--- src/rtl/cicero_host_sequencer.sv ---
// cicero_host_sequencer: host-side request sequencer for the AXI_top register file.
// Takes one WRITE / READ / RUN request at a time, walks the command register through
// the required sequence and returns exactly one response per request.
// Every output is a flop; the FSM computes next-values and one register stage commits them.
module cicero_host_sequencer #(
  parameter int REG_WIDTH      = 32,
  parameter int TIMEOUT_CYCLES = 1_000_000,
  parameter int START_HOLD     = 2,
  // Register-map encodings shared with AXI_top
  parameter logic [REG_WIDTH-1:0] CMD_NOP                = REG_WIDTH'(0),
  parameter logic [REG_WIDTH-1:0] CMD_WRITE              = REG_WIDTH'(1),
  parameter logic [REG_WIDTH-1:0] CMD_READ               = REG_WIDTH'(2),
  parameter logic [REG_WIDTH-1:0] CMD_START              = REG_WIDTH'(3),
  parameter logic [REG_WIDTH-1:0] CMD_READ_ELAPSED_CLOCK = REG_WIDTH'(4),
  parameter logic [REG_WIDTH-1:0] STATUS_RUNNING         = REG_WIDTH'(1),
  parameter logic [REG_WIDTH-1:0] STATUS_ACCEPTED        = REG_WIDTH'(2),
  parameter logic [REG_WIDTH-1:0] STATUS_REJECTED        = REG_WIDTH'(3)
) (
  input  logic                 clk,
  input  logic                 rst,
  input  logic                 req_valid,
  output logic                 req_ready,
  input  logic [1:0]           req_op,
  input  logic [REG_WIDTH-1:0] req_addr,
  input  logic [REG_WIDTH-1:0] req_data,
  output logic                 rsp_valid,
  input  logic                 rsp_ready,
  output logic [1:0]           rsp_code,
  output logic [REG_WIDTH-1:0] rsp_data,
  output logic [REG_WIDTH-1:0] address_register,
  output logic [REG_WIDTH-1:0] data_in_register,
  output logic [REG_WIDTH-1:0] start_cc_pointer_register,
  output logic [REG_WIDTH-1:0] end_cc_pointer_register,
  output logic [REG_WIDTH-1:0] cmd_register,
  input  logic [REG_WIDTH-1:0] status_register,
  input  logic [REG_WIDTH-1:0] data_o_register
);

  // Counter widths: the timeout counter only has to reach TIMEOUT_CYCLES-1,
  // the start-hold counter only START_HOLD-1.
  localparam int TW = (TIMEOUT_CYCLES > 1) ? $clog2(TIMEOUT_CYCLES) : 1;
  localparam int HW = (START_HOLD > 1) ? $clog2(START_HOLD) : 1;
  localparam logic [TW-1:0] TO_LAST   = TW'(TIMEOUT_CYCLES - 1);
  localparam logic [HW-1:0] HOLD_LAST = HW'(START_HOLD - 1);

  localparam logic [1:0] RC_OK       = 2'd0;
  localparam logic [1:0] RC_REJECTED = 2'd1;
  localparam logic [1:0] RC_TIMEOUT  = 2'd2;
  localparam logic [1:0] RC_ERROR    = 2'd3;

  typedef enum logic [3:0] {
    IDLE, WR_SETUP, WR_CMD, RD_SETUP, RD_CMD, RD_WAIT, RD_CAP,
    ST_SETUP, ST_CMD, ST_CHECK, RUN_WAIT, CC_CMD, CC_CAP, RESP
  } state_t;

  state_t                 state_q, state_d;
  logic [TW-1:0]          to_cnt_q, to_cnt_d;
  logic [HW-1:0]          hold_q, hold_d;
  logic [1:0]             run_code_q, run_code_d;   // RUN verdict parked while the CC read runs
  logic                   req_ready_d, rsp_valid_d;
  logic [1:0]             rsp_code_d;
  logic [REG_WIDTH-1:0]   rsp_data_d, addr_d, din_d, sp_d, ep_d, cmd_d;

  // Next-state and next-output decode; each state's register values are loaded on entry.
  always_comb begin
    state_d     = state_q;
    to_cnt_d    = to_cnt_q;
    hold_d      = hold_q;
    run_code_d  = run_code_q;
    req_ready_d = req_ready;
    rsp_valid_d = rsp_valid;
    rsp_code_d  = rsp_code;
    rsp_data_d  = rsp_data;
    addr_d      = address_register;
    din_d       = data_in_register;
    sp_d        = start_cc_pointer_register;
    ep_d        = end_cc_pointer_register;
    cmd_d       = cmd_register;
    case (state_q)
      IDLE: begin
        if (req_valid && req_ready) begin
          req_ready_d = 1'b0;
          cmd_d       = CMD_NOP;
          case (req_op)
            2'd0: begin
              state_d = WR_SETUP;
              addr_d  = req_addr;
              din_d   = req_data;
            end
            2'd1: begin
              state_d = RD_SETUP;
              addr_d  = req_addr;
            end
            2'd2: begin
              state_d = ST_SETUP;
              sp_d    = req_addr;
              ep_d    = req_data;
            end
            default: begin
              // Reserved opcode: no register traffic, straight to an ERROR response.
              state_d     = RESP;
              rsp_valid_d = 1'b1;
              rsp_code_d  = RC_ERROR;
              rsp_data_d  = '0;
            end
          endcase
        end
      end
      WR_SETUP: begin
        state_d = WR_CMD;
        cmd_d   = CMD_WRITE;
      end
      WR_CMD: begin
        state_d     = RESP;
        cmd_d       = CMD_NOP;
        rsp_valid_d = 1'b1;
        rsp_code_d  = RC_OK;
        rsp_data_d  = '0;
      end
      RD_SETUP: begin
        state_d = RD_CMD;
        cmd_d   = CMD_READ;
      end
      RD_CMD: begin
        state_d = RD_WAIT;
        cmd_d   = CMD_NOP;
      end
      RD_WAIT: state_d = RD_CAP;
      RD_CAP: begin
        state_d     = RESP;
        rsp_valid_d = 1'b1;
        rsp_code_d  = RC_OK;
        rsp_data_d  = data_o_register;
      end
      ST_SETUP: begin
        state_d = ST_CMD;
        cmd_d   = CMD_START;
        hold_d  = '0;
      end
      ST_CMD: begin
        if (hold_q == HOLD_LAST) begin
          state_d = ST_CHECK;
          cmd_d   = CMD_NOP;
        end else begin
          hold_d = hold_q + 1'b1;
        end
      end
      ST_CHECK: begin
        // The engine must report RUNNING once START has been held; anything else is a failed launch.
        if (status_register != STATUS_RUNNING) begin
          state_d     = RESP;
          rsp_valid_d = 1'b1;
          rsp_code_d  = RC_ERROR;
          rsp_data_d  = '0;
        end else begin
          state_d  = RUN_WAIT;
          to_cnt_d = '0;
        end
      end
      RUN_WAIT: begin
        to_cnt_d = to_cnt_q + 1'b1;
        // A status change is checked before the timeout so it wins a same-cycle tie.
        if (status_register != STATUS_RUNNING) begin
          state_d = CC_CMD;
          cmd_d   = CMD_READ_ELAPSED_CLOCK;
          if (status_register == STATUS_ACCEPTED)      run_code_d = RC_OK;
          else if (status_register == STATUS_REJECTED) run_code_d = RC_REJECTED;
          else                                         run_code_d = RC_ERROR;
        end else if (to_cnt_q == TO_LAST) begin
          state_d     = RESP;
          rsp_valid_d = 1'b1;
          rsp_code_d  = RC_TIMEOUT;
          rsp_data_d  = '0;
        end
      end
      CC_CMD: begin
        state_d = CC_CAP;
        cmd_d   = CMD_NOP;
      end
      CC_CAP: begin
        state_d     = RESP;
        rsp_valid_d = 1'b1;
        rsp_code_d  = run_code_q;
        rsp_data_d  = data_o_register;
      end
      RESP: begin
        if (rsp_ready) begin
          state_d     = IDLE;
          rsp_valid_d = 1'b0;
          req_ready_d = 1'b1;
        end
      end
      default: begin
        state_d     = IDLE;
        cmd_d       = CMD_NOP;
        rsp_valid_d = 1'b0;
        req_ready_d = 1'b1;
      end
    endcase
  end

  // State and output registers; reset abandons any sequence without a response.
  always_ff @(posedge clk) begin
    if (!rst) begin
      state_q                   <= IDLE;
      to_cnt_q                  <= '0;
      hold_q                    <= '0;
      run_code_q                <= RC_OK;
      req_ready                 <= 1'b1;
      rsp_valid                 <= 1'b0;
      rsp_code                  <= RC_OK;
      rsp_data                  <= '0;
      address_register          <= '0;
      data_in_register          <= '0;
      start_cc_pointer_register <= '0;
      end_cc_pointer_register   <= '0;
      cmd_register              <= CMD_NOP;
    end else begin
      state_q                   <= state_d;
      to_cnt_q                  <= to_cnt_d;
      hold_q                    <= hold_d;
      run_code_q                <= run_code_d;
      req_ready                 <= req_ready_d;
      rsp_valid                 <= rsp_valid_d;
      rsp_code                  <= rsp_code_d;
      rsp_data                  <= rsp_data_d;
      address_register          <= addr_d;
      data_in_register          <= din_d;
      start_cc_pointer_register <= sp_d;
      end_cc_pointer_register   <= ep_d;
      cmd_register              <= cmd_d;
    end
  end

endmodule
--- config.mk ---
export PLATFORM = sky130hd
export DESIGN_NAME = cicero_host_sequencer
export DESIGN_NICKNAME = d
export VERILOG_FILES = /design/src/rtl/cicero_host_sequencer.sv
export SDC_FILE = /design/constraint.sdc
export NUM_CORES = 1
export LEC_CHECK = 0
export BUFFER_PORTS_ARGS = -buffer_cell sky130_fd_sc_hd__clkbuf_2
export CAP_MARGIN = 10
export CORE_MARGIN = 8
export CORE_UTILIZATION = 48
export CTS_CLUSTER_DIAMETER = 150
export DETAILED_ROUTE_END_ITERATION = 7
export PLACE_DENSITY = 0.82
export SLEW_MARGIN = 20
export SYNTH_ARGS = -nofsm -noshare
export SYNTH_HDL_FRONTEND = slang
export SYNTH_SLANG_ARGS = --single-unit
--- constraint.sdc ---
create_clock -name clk -period 2.5 [get_ports clk]
set_clock_uncertainty 0.2 [all_clocks]
set_input_delay 0.125 -clock clk [delete_from_list [all_inputs] [get_ports clk]]
set_output_delay 0.125 -clock clk [all_outputs]
set_load 0.005 [all_outputs]
==> impl_metrics.json, run 1 <==
{
  "vdd_drop_max_uv": 564,
  "yosys_warnings": 0,
  "placed_area_mm2": 0.00928,
  "critPathMaxFanout": 32,
  "rsz0062_at_grt": "no",
  "worstSkewPairLatency_ns": 0.43,
  "synth_area_leaders": "dfxtp_1 50%, nand2_1 14%, a21oi_1 9.7%",
  "grt_pass1_vias": 8149,
  "setup_viol": 0,
  "synth_cell_types": 62,
  "status": "finished, final reports clean",
  "avgSynthCellArea_um2": 8.31,
  "crit_arrival_ns": 2.49,
  "sw_frac_of_total": 0.314,
  "io_pins": 330,
  "whs_path_depth": 5,
  "critPathLaunchType": "register",
  "synthArstFlopShare": 0,
  "worstPathRequired_ns": 2.64,
  "path_delay_family": "simple AND/OR/NAND/NOR gates",
  "power_switching_mw": 2.70,
  "worst_setup_path_end_kind": "register",
  "hold_viol_final": 0,
  "post_synth_inst_count": 926,
  "port_buffers": 300,
  "drt-total-wl_um": 27300,
  "setup_tns_ns": 0,
  "cpPeakStageDelay_ns": 0.44,
  "drive_gt1_frac": 0.286,
  "grt-ovfl-total": 0,
  "leakagePower_nw": 4.67,
  "numCtsBuffers": 17,
  "cts_tree": "done",
  "critPathKind": "reg2reg",
  "drt-pass1-iter-count": 5,
  "p_seq_frac": 0.420,
  "syn_to_final_growth_pct": 42.0,
  "rows": 46,
  "antenna_left": 0,
  "syn-cell-area_mm2": 0.00769,
  "synthAdderAreaFrac": 0.00813,
  "rrSetupSlack_ns": 0.14,
  "layout_min_cycle_time_ns": 2.36,
  "path_clk_slew_ns": 0.08,
  "final_area_mm2": 0.0109,
  "tightest_slew_ns": 0.634,
  "synth_mux_area_frac": 0.00732,
  "relSlewSlack": 0.578,
  "max_freq_mhz": 424,
  "fin_nets": 1446,
  "start_util": 0.488,
  "p_clk_frac": 0.336,
  "maxCapViolCount": 0,
  "cts_setup_buffers": 0,
  "grt_max_degree": 143,
  "root_buffer": "clkbuf_16",
  "synthFlopType": "dfxtp_1",
  "path_cells": "buf_4 -> or4_4 -> nor2_2 -> o21a_1 -> buf_12 -> nand2_1 -> a21oi_1",
  "grt_antenna_before_repair": 0,
  "vias_per_cell": 5.38,
  "finalPower_mw": 8.61,
  "ys_ff_latch": 194,
  "drv_slew": 0,
  "cp_slowest_cell": "or4_4",
  "synth_compound_area_frac": 0.176,
  "gp_congestion": 0.882,
  "p_per_area_mw_per_mm2": 788,
  "ys_seq_area_frac": 0.505,
  "via_count": 8263,
  "wire_per_inst_um": 17.7,
  "path_buf_inv": 2,
  "die_width_um": 143,
  "min_to": "run_code_q[1]$_SDFFE_PN0N_",
  "internal_power_mw": 5.90,
  "period_share": 0.943,
  "min_path_type": "in2reg",
  "reg2reg_depth": 7,
  "synthSimpleGateAreaFrac": 0.225,
  "grt.total_usage": 0.260,
  "h-tree-depth": 4,
  "synth_edf_count": 0,
  "drt_iter0_markers": 696,
  "cts_buffer_depth": 2,
  "hpwl_um": 16300,
  "die_y_um": 143,
  "synth-xor-area-share": 0.00569,
  "synth_top_cell_by_area": "dfxtp_1",
  "power_frac_comb": 0.244,
  "fp.dieArea_mm2": 0.0203,
  "synth_top_family_by_area": "simple AND/OR/NAND/NOR gates",
  "placeableCoreArea_mm2": 0.0158,
  "yosys.area.top_type_share": 0.505,
  "drc_errors": 0,
  "grt_pass1_wl_um": 42200,
  "min_from": "status_register[14]",
  "cts.sinks": 194,
  "rr_startpoint": "state_q[2]$_SDFFE_PN0P_",
  "r2r-end": "address_register[10]$_SDFFE_PN0P_"
}
metrics by stage:
step / hold WS [ns] / worst slack (ns) / utilization / cells
floorplan: 0.0579 / 0.461 / - / 954
global placement: 0.140 / 0.230 / 0.588 / 1402
detailed placement: 0.147 / 0.181 / 0.588 / 1402
CTS: 0.00522 / 0.135 / 0.693 / 1536
global route: 0.0574 / 0.0728 / 0.693 / 1536
finish: 0.0304 / 0.143 / 0.693 / 1537
worst min-delay path, stage by stage:
cell and delay [ns]:
clkbuf_2 0.09, nor4_2 0.04, nand4_1 0.07, nor3_1 0.06
a211oi_1 0.21
cell type report:
type | instances | area (um^2)
well taps | 216 | 270
flip-flops and latches | 194 | 3880
fillers | 1101 | 4840
diodes | 1 | 2.50
clock buffers | 18 | 429
repair buffers | 423 | 2740
inverters | 8 | 32.5
multi-input cells | 663 | 3370
clock inverters | 14 | 195
placed cells by master (no fill, tap or decap), drive strengths merged, types with 4 or more instances in the layout:
cell,synthesis,final
dfxtp,194,194
ha,5,5
nor3,14,14
clkinv,0,4
a22o,32,32
conb,1,29
o21a,8,8
dlygate4sd3,0,102
clkbuf,36,318
buf,53,21
inv,8,13
nor2,37,37
nand4,10,10
nand2,287,287
a21oi,149,149
nand3,15,15
mux2,5,5
nor4,10,10
o21ai,14,14
metal layers:
layer	vias up	wire length, um	global-route usage
li1	3840	-	-
met1	3821	10100	0.291
met3	105	2780	0.0849
met2	497	13100	0.434
met4	0	1230	0.133
met5	-	0	0
worst max-delay path by stage:
| stage | from | to | slack, ns | depth (start not counted) |
|---|---|---|---|---|
| floorplan | state_q[3]$_SDFFE_PN0P_ | rsp_code[1]$_SDFFE_PN0P_ | 0.46 | 7 |
| global placement | state_q[1]$_SDFFE_PN0P_ | to_cnt_q[15]$_SDFFE_PN0P_ | 0.23 | 6 |
| detailed placement | state_q[1]$_SDFFE_PN0P_ | end_cc_pointer_register[18]$_SDFFE_PN0P_ | 0.18 | 6 |
| CTS | state_q[1]$_SDFFE_PN0P_ | run_code_q[0]$_SDFFE_PN0N_ | 0.14 | 6 |
| global route | to_cnt_q[0]$_SDFFE_PN0P_ | to_cnt_q[14]$_SDFFE_PN0P_ | 0.07 | 6 |
| finish | state_q[2]$_SDFFE_PN0P_ | address_register[10]$_SDFFE_PN0P_ | 0.14 | 7 |
timing repair:
action / 4_1_cts / 5_1_grt
endpoints found under the hold margin: 174 / 0
endpoints found under the setup margin: 0 / 5
hold buffers: 102 / 0
gates resized for setup: 0 / 1
cells in the mapped netlist (6+ instances only):
library cell / n
nand4_1: 10
nand2_1: 287
a22o_1: 32
nor3_1: 11
dfxtp_1: 194
a21oi_1: 149
nor2_1: 36
clkbuf_1: 36
buf_4: 40
nor4_1: 6
nand3_1: 15
buf_2: 6
o21ai_0: 13
inv_1: 7
o21a_1: 8
sequential cells by signal, summed over array words and instances (netlist names):
name / count
start_cc_pointer_register: 32
run_code_q: 2
data_in_register: 32
state_q: 4
rsp_data: 32
rsp_code: 2
address_register: 32
end_cc_pointer_register: 32
to_cnt_q: 20
req_ready: 1
hold_q: 1
rsp_valid: 1
cmd_register: 3
cells by family (layout without fill, tap and decap cells):
logic type | after synthesis | in the layout
flip-flops | 194 | 194
adder cells (fa/ha/maj) | 5 | 5
XOR/XNOR | 5 | 5
other | 1 | 30
multiplexers | 5 | 5
AO/OA/AOI/OAI | 224 | 224
AND/OR/NAND/NOR | 395 | 395
buffers and inverters | 97 | 463
power groups by stage:
stage / clock [mW] / combinational [mW] / sequential [mW]
after floorplan: 0 / 1.25 / 3.61
after CTS: 2.90 / 2.03 / 3.59
after global placement: 0 / 1.87 / 3.64
after detailed placement: 0 / 1.90 / 3.65
final: 2.89 / 2.10 / 3.61
after global routing: 3.05 / 2.26 / 3.64
Note: power is estimated with default switching activity, not from simulation.
==> run 2: changes to the inputs <==
--- a/config.mk
+++ b/config.mk
@@ -11,7 +11,7 @@
 export CORE_UTILIZATION = 48
 export CTS_CLUSTER_DIAMETER = 150
 export DETAILED_ROUTE_END_ITERATION = 7
-export PLACE_DENSITY = 0.82
+export PLACE_DENSITY = 0.8
 export SLEW_MARGIN = 20
 export SYNTH_ARGS = -nofsm -noshare
 export SYNTH_HDL_FRONTEND = slang
==> constraint.sdc (replaced) <==
create_clock -name clk -period 2.5 [get_ports clk]
set_clock_uncertainty 0.2 [all_clocks]
set_input_delay 0.25 -clock clk [delete_from_list [all_inputs] [get_ports clk]]
set_output_delay 0.25 -clock clk [all_outputs]
set_load 0.005 [all_outputs]
==> run 2 against run 1 <==
  * Sequential power about the same
  * Non-clock buffer count is 1 lower
  * Critical path type unchanged
  * Critical endpoint is now rsp_data[17]$_SDFFE_PN0P_
  * Die area did not move
  * Core utilization fell by 0.46 points
  * Flip-flop and latch count unchanged
  * Combinational power shrank 2%
==> impl_metrics.json, run 2 (synthesis gave the netlist of run 1 again) <==
{
  "status": "finished, final reports clean",
  "holdWs_ns": 0.0757,
  "h-tree-depth": 4,
  "relSlewSlack": 0.560,
  "grt_max_degree": 146,
  "port_buffers": 300,
  "fp.dieArea_mm2": 0.0203,
  "gp_congestion": 0.871,
  "vias_per_cell": 5.26,
  "grt_pass1_vias": 8054,
  "root_buffer": "clkbuf_16",
  "die_width_um": 143,
  "syn_to_final_growth_pct": 41.1,
  "numCtsBuffers": 17,
  "preCtsSetupSlack_ns": 0.197,
  "setup_tns_ns": 0,
  "start_util": 0.488,
  "grt.total_usage": 0.254,
  "final_area_mm2": 0.0109,
  "crit_arrival_ns": 2.53,
  "cts_tree": "done",
  "reg2reg_depth": 5,
  "tightest_slew_ns": 0.659,
  "rsz0062_at_grt": "no",
  "cpPeakStageDelay_ns": 0.61,
  "maxCapViolCount": 0,
  "fin_ws_ns": 0.133,
  "setup_viol": 0,
  "rows": 46,
  "rrSetupSlack_ns": 0.13,
  "min_from": "rsp_ready",
  "drt-pass1-iter-count": 5,
  "min_path_type": "in2reg",
  "path_cells": "or4_4 -> a31o_1 -> a41oi_4 -> buf_4 -> a22o_1",
  "leakagePower_nw": 4.64,
  "worst_setup_path_end_kind": "register",
  "cts.sinks": 194,
  "placeableCoreArea_mm2": 0.0158,
  "layout_min_cycle_time_ns": 2.37,
  "max_freq_mhz": 422,
  "grt_pass1_wl_um": 41300,
  "worstSkewPairLatency_ns": 0.43,
  "drt-total-wl_um": 26500,
  "cts_buffer_depth": 2,
  "layout_commonest_cell": "clkbuf_2",
  "via_count": 8086,
  "critPathMaxFanout": 32,
  "critPathLaunchType": "register",
  "hpwl_um": 16800,
  "antenna_left": 0,
  "drt_iter0_markers": 587,
  "rr_startpoint": "state_q[3]$_SDFFE_PN0P_",
  "drv_slew": 0,
  "fin_nets": 1445,
  "vdd_drop_max_uv": 594,
  "period_share": 0.947,
  "placed_area_mm2": 0.00928,
  "grt-ovfl-total": 0,
  "layout_common_cells": "300 x clkbuf_2, 286 x nand2_1, 193 x dfxtp_1, 149 x a21oi_1, 99 x dlygate4sd3_1",
  "io_pins": 330,
  "drc_errors": 0,
  "die_y_um": 143,
  "drive_gt1_frac": 0.287,
  "grt_antenna_before_repair": 0,
  "cp_slowest_cell": "or4_4",
  "p_per_area_mw_per_mm2": 770,
  "critPathKind": "reg2reg",
  "worstPathRequired_ns": 2.66,
  "wire_per_inst_um": 17.2,
  "path_clk_slew_ns": 0.07,
  "whs_path_depth": 4,
  "hold_viol_final": 0,
  "crit_start": "state_q[3]$_SDFFE_PN0P_",
  "final_util": 0.688
}
## run 2: cell type report
cell class	count	area (um^2)
sequential	194	3880
tap	216	270
fill	1169	4920
inverter	8	32.5
timing repair buffer	422	2720
clock buffer	21	460
multi-input combinational	663	3370
antenna	2	5.00
clock inverter	11	116
## run 2: critical path, delay by kind of cell, from the launching register on
family	cells	cell delay, ns
AO/OA/AOI/OAI	3	0.70
buffers and inverters	1	0.35
flip-flops	1	0.42
AND/OR/NAND/NOR	1	0.61
## run 2: layer usage
metal / wire, um / track usage / vias up
li1: - / - / 3837
met1: 9770 / 0.278 / 3731
met2: 12700 / 0.416 / 433
met3: 2770 / 0.0939 / 85
met4: 1240 / 0.145 / 0
met5: 0 / 0 / -
## run 2: timing repair
item                       CTS  global route
hold buffers                99             0
buffers inserted             0             0
gates resized for setup      0             1
setup endpoints to repair    0             1
hold endpoints to repair   163             0
## run 2: worst paths after layout
path / to
worst max-delay path: rsp_data[17]$_SDFFE_PN0P_
worst min-delay path: state_q[0]$_SDFFE_PN0P_
worst max register to register: rsp_data[17]$_SDFFE_PN0P_
worst min register to register: end_cc_pointer_register[0]$_SDFFE_PN0P_
## run 2: stage by stage
stage	cells	total power, mW
finish	1537	8.36
global route	1535	8.77
CTS	1535	8.34
detailed placement	1404	5.53
global placement	1404	5.50
floorplan	954	4.86
## run 2: report_power, final
group          switching, mW  leakage [nW]  internal [mW]
combinational           1.16          2.79          0.896
clock                   1.24         0.285           1.46
sequential             0.230          1.57           3.37
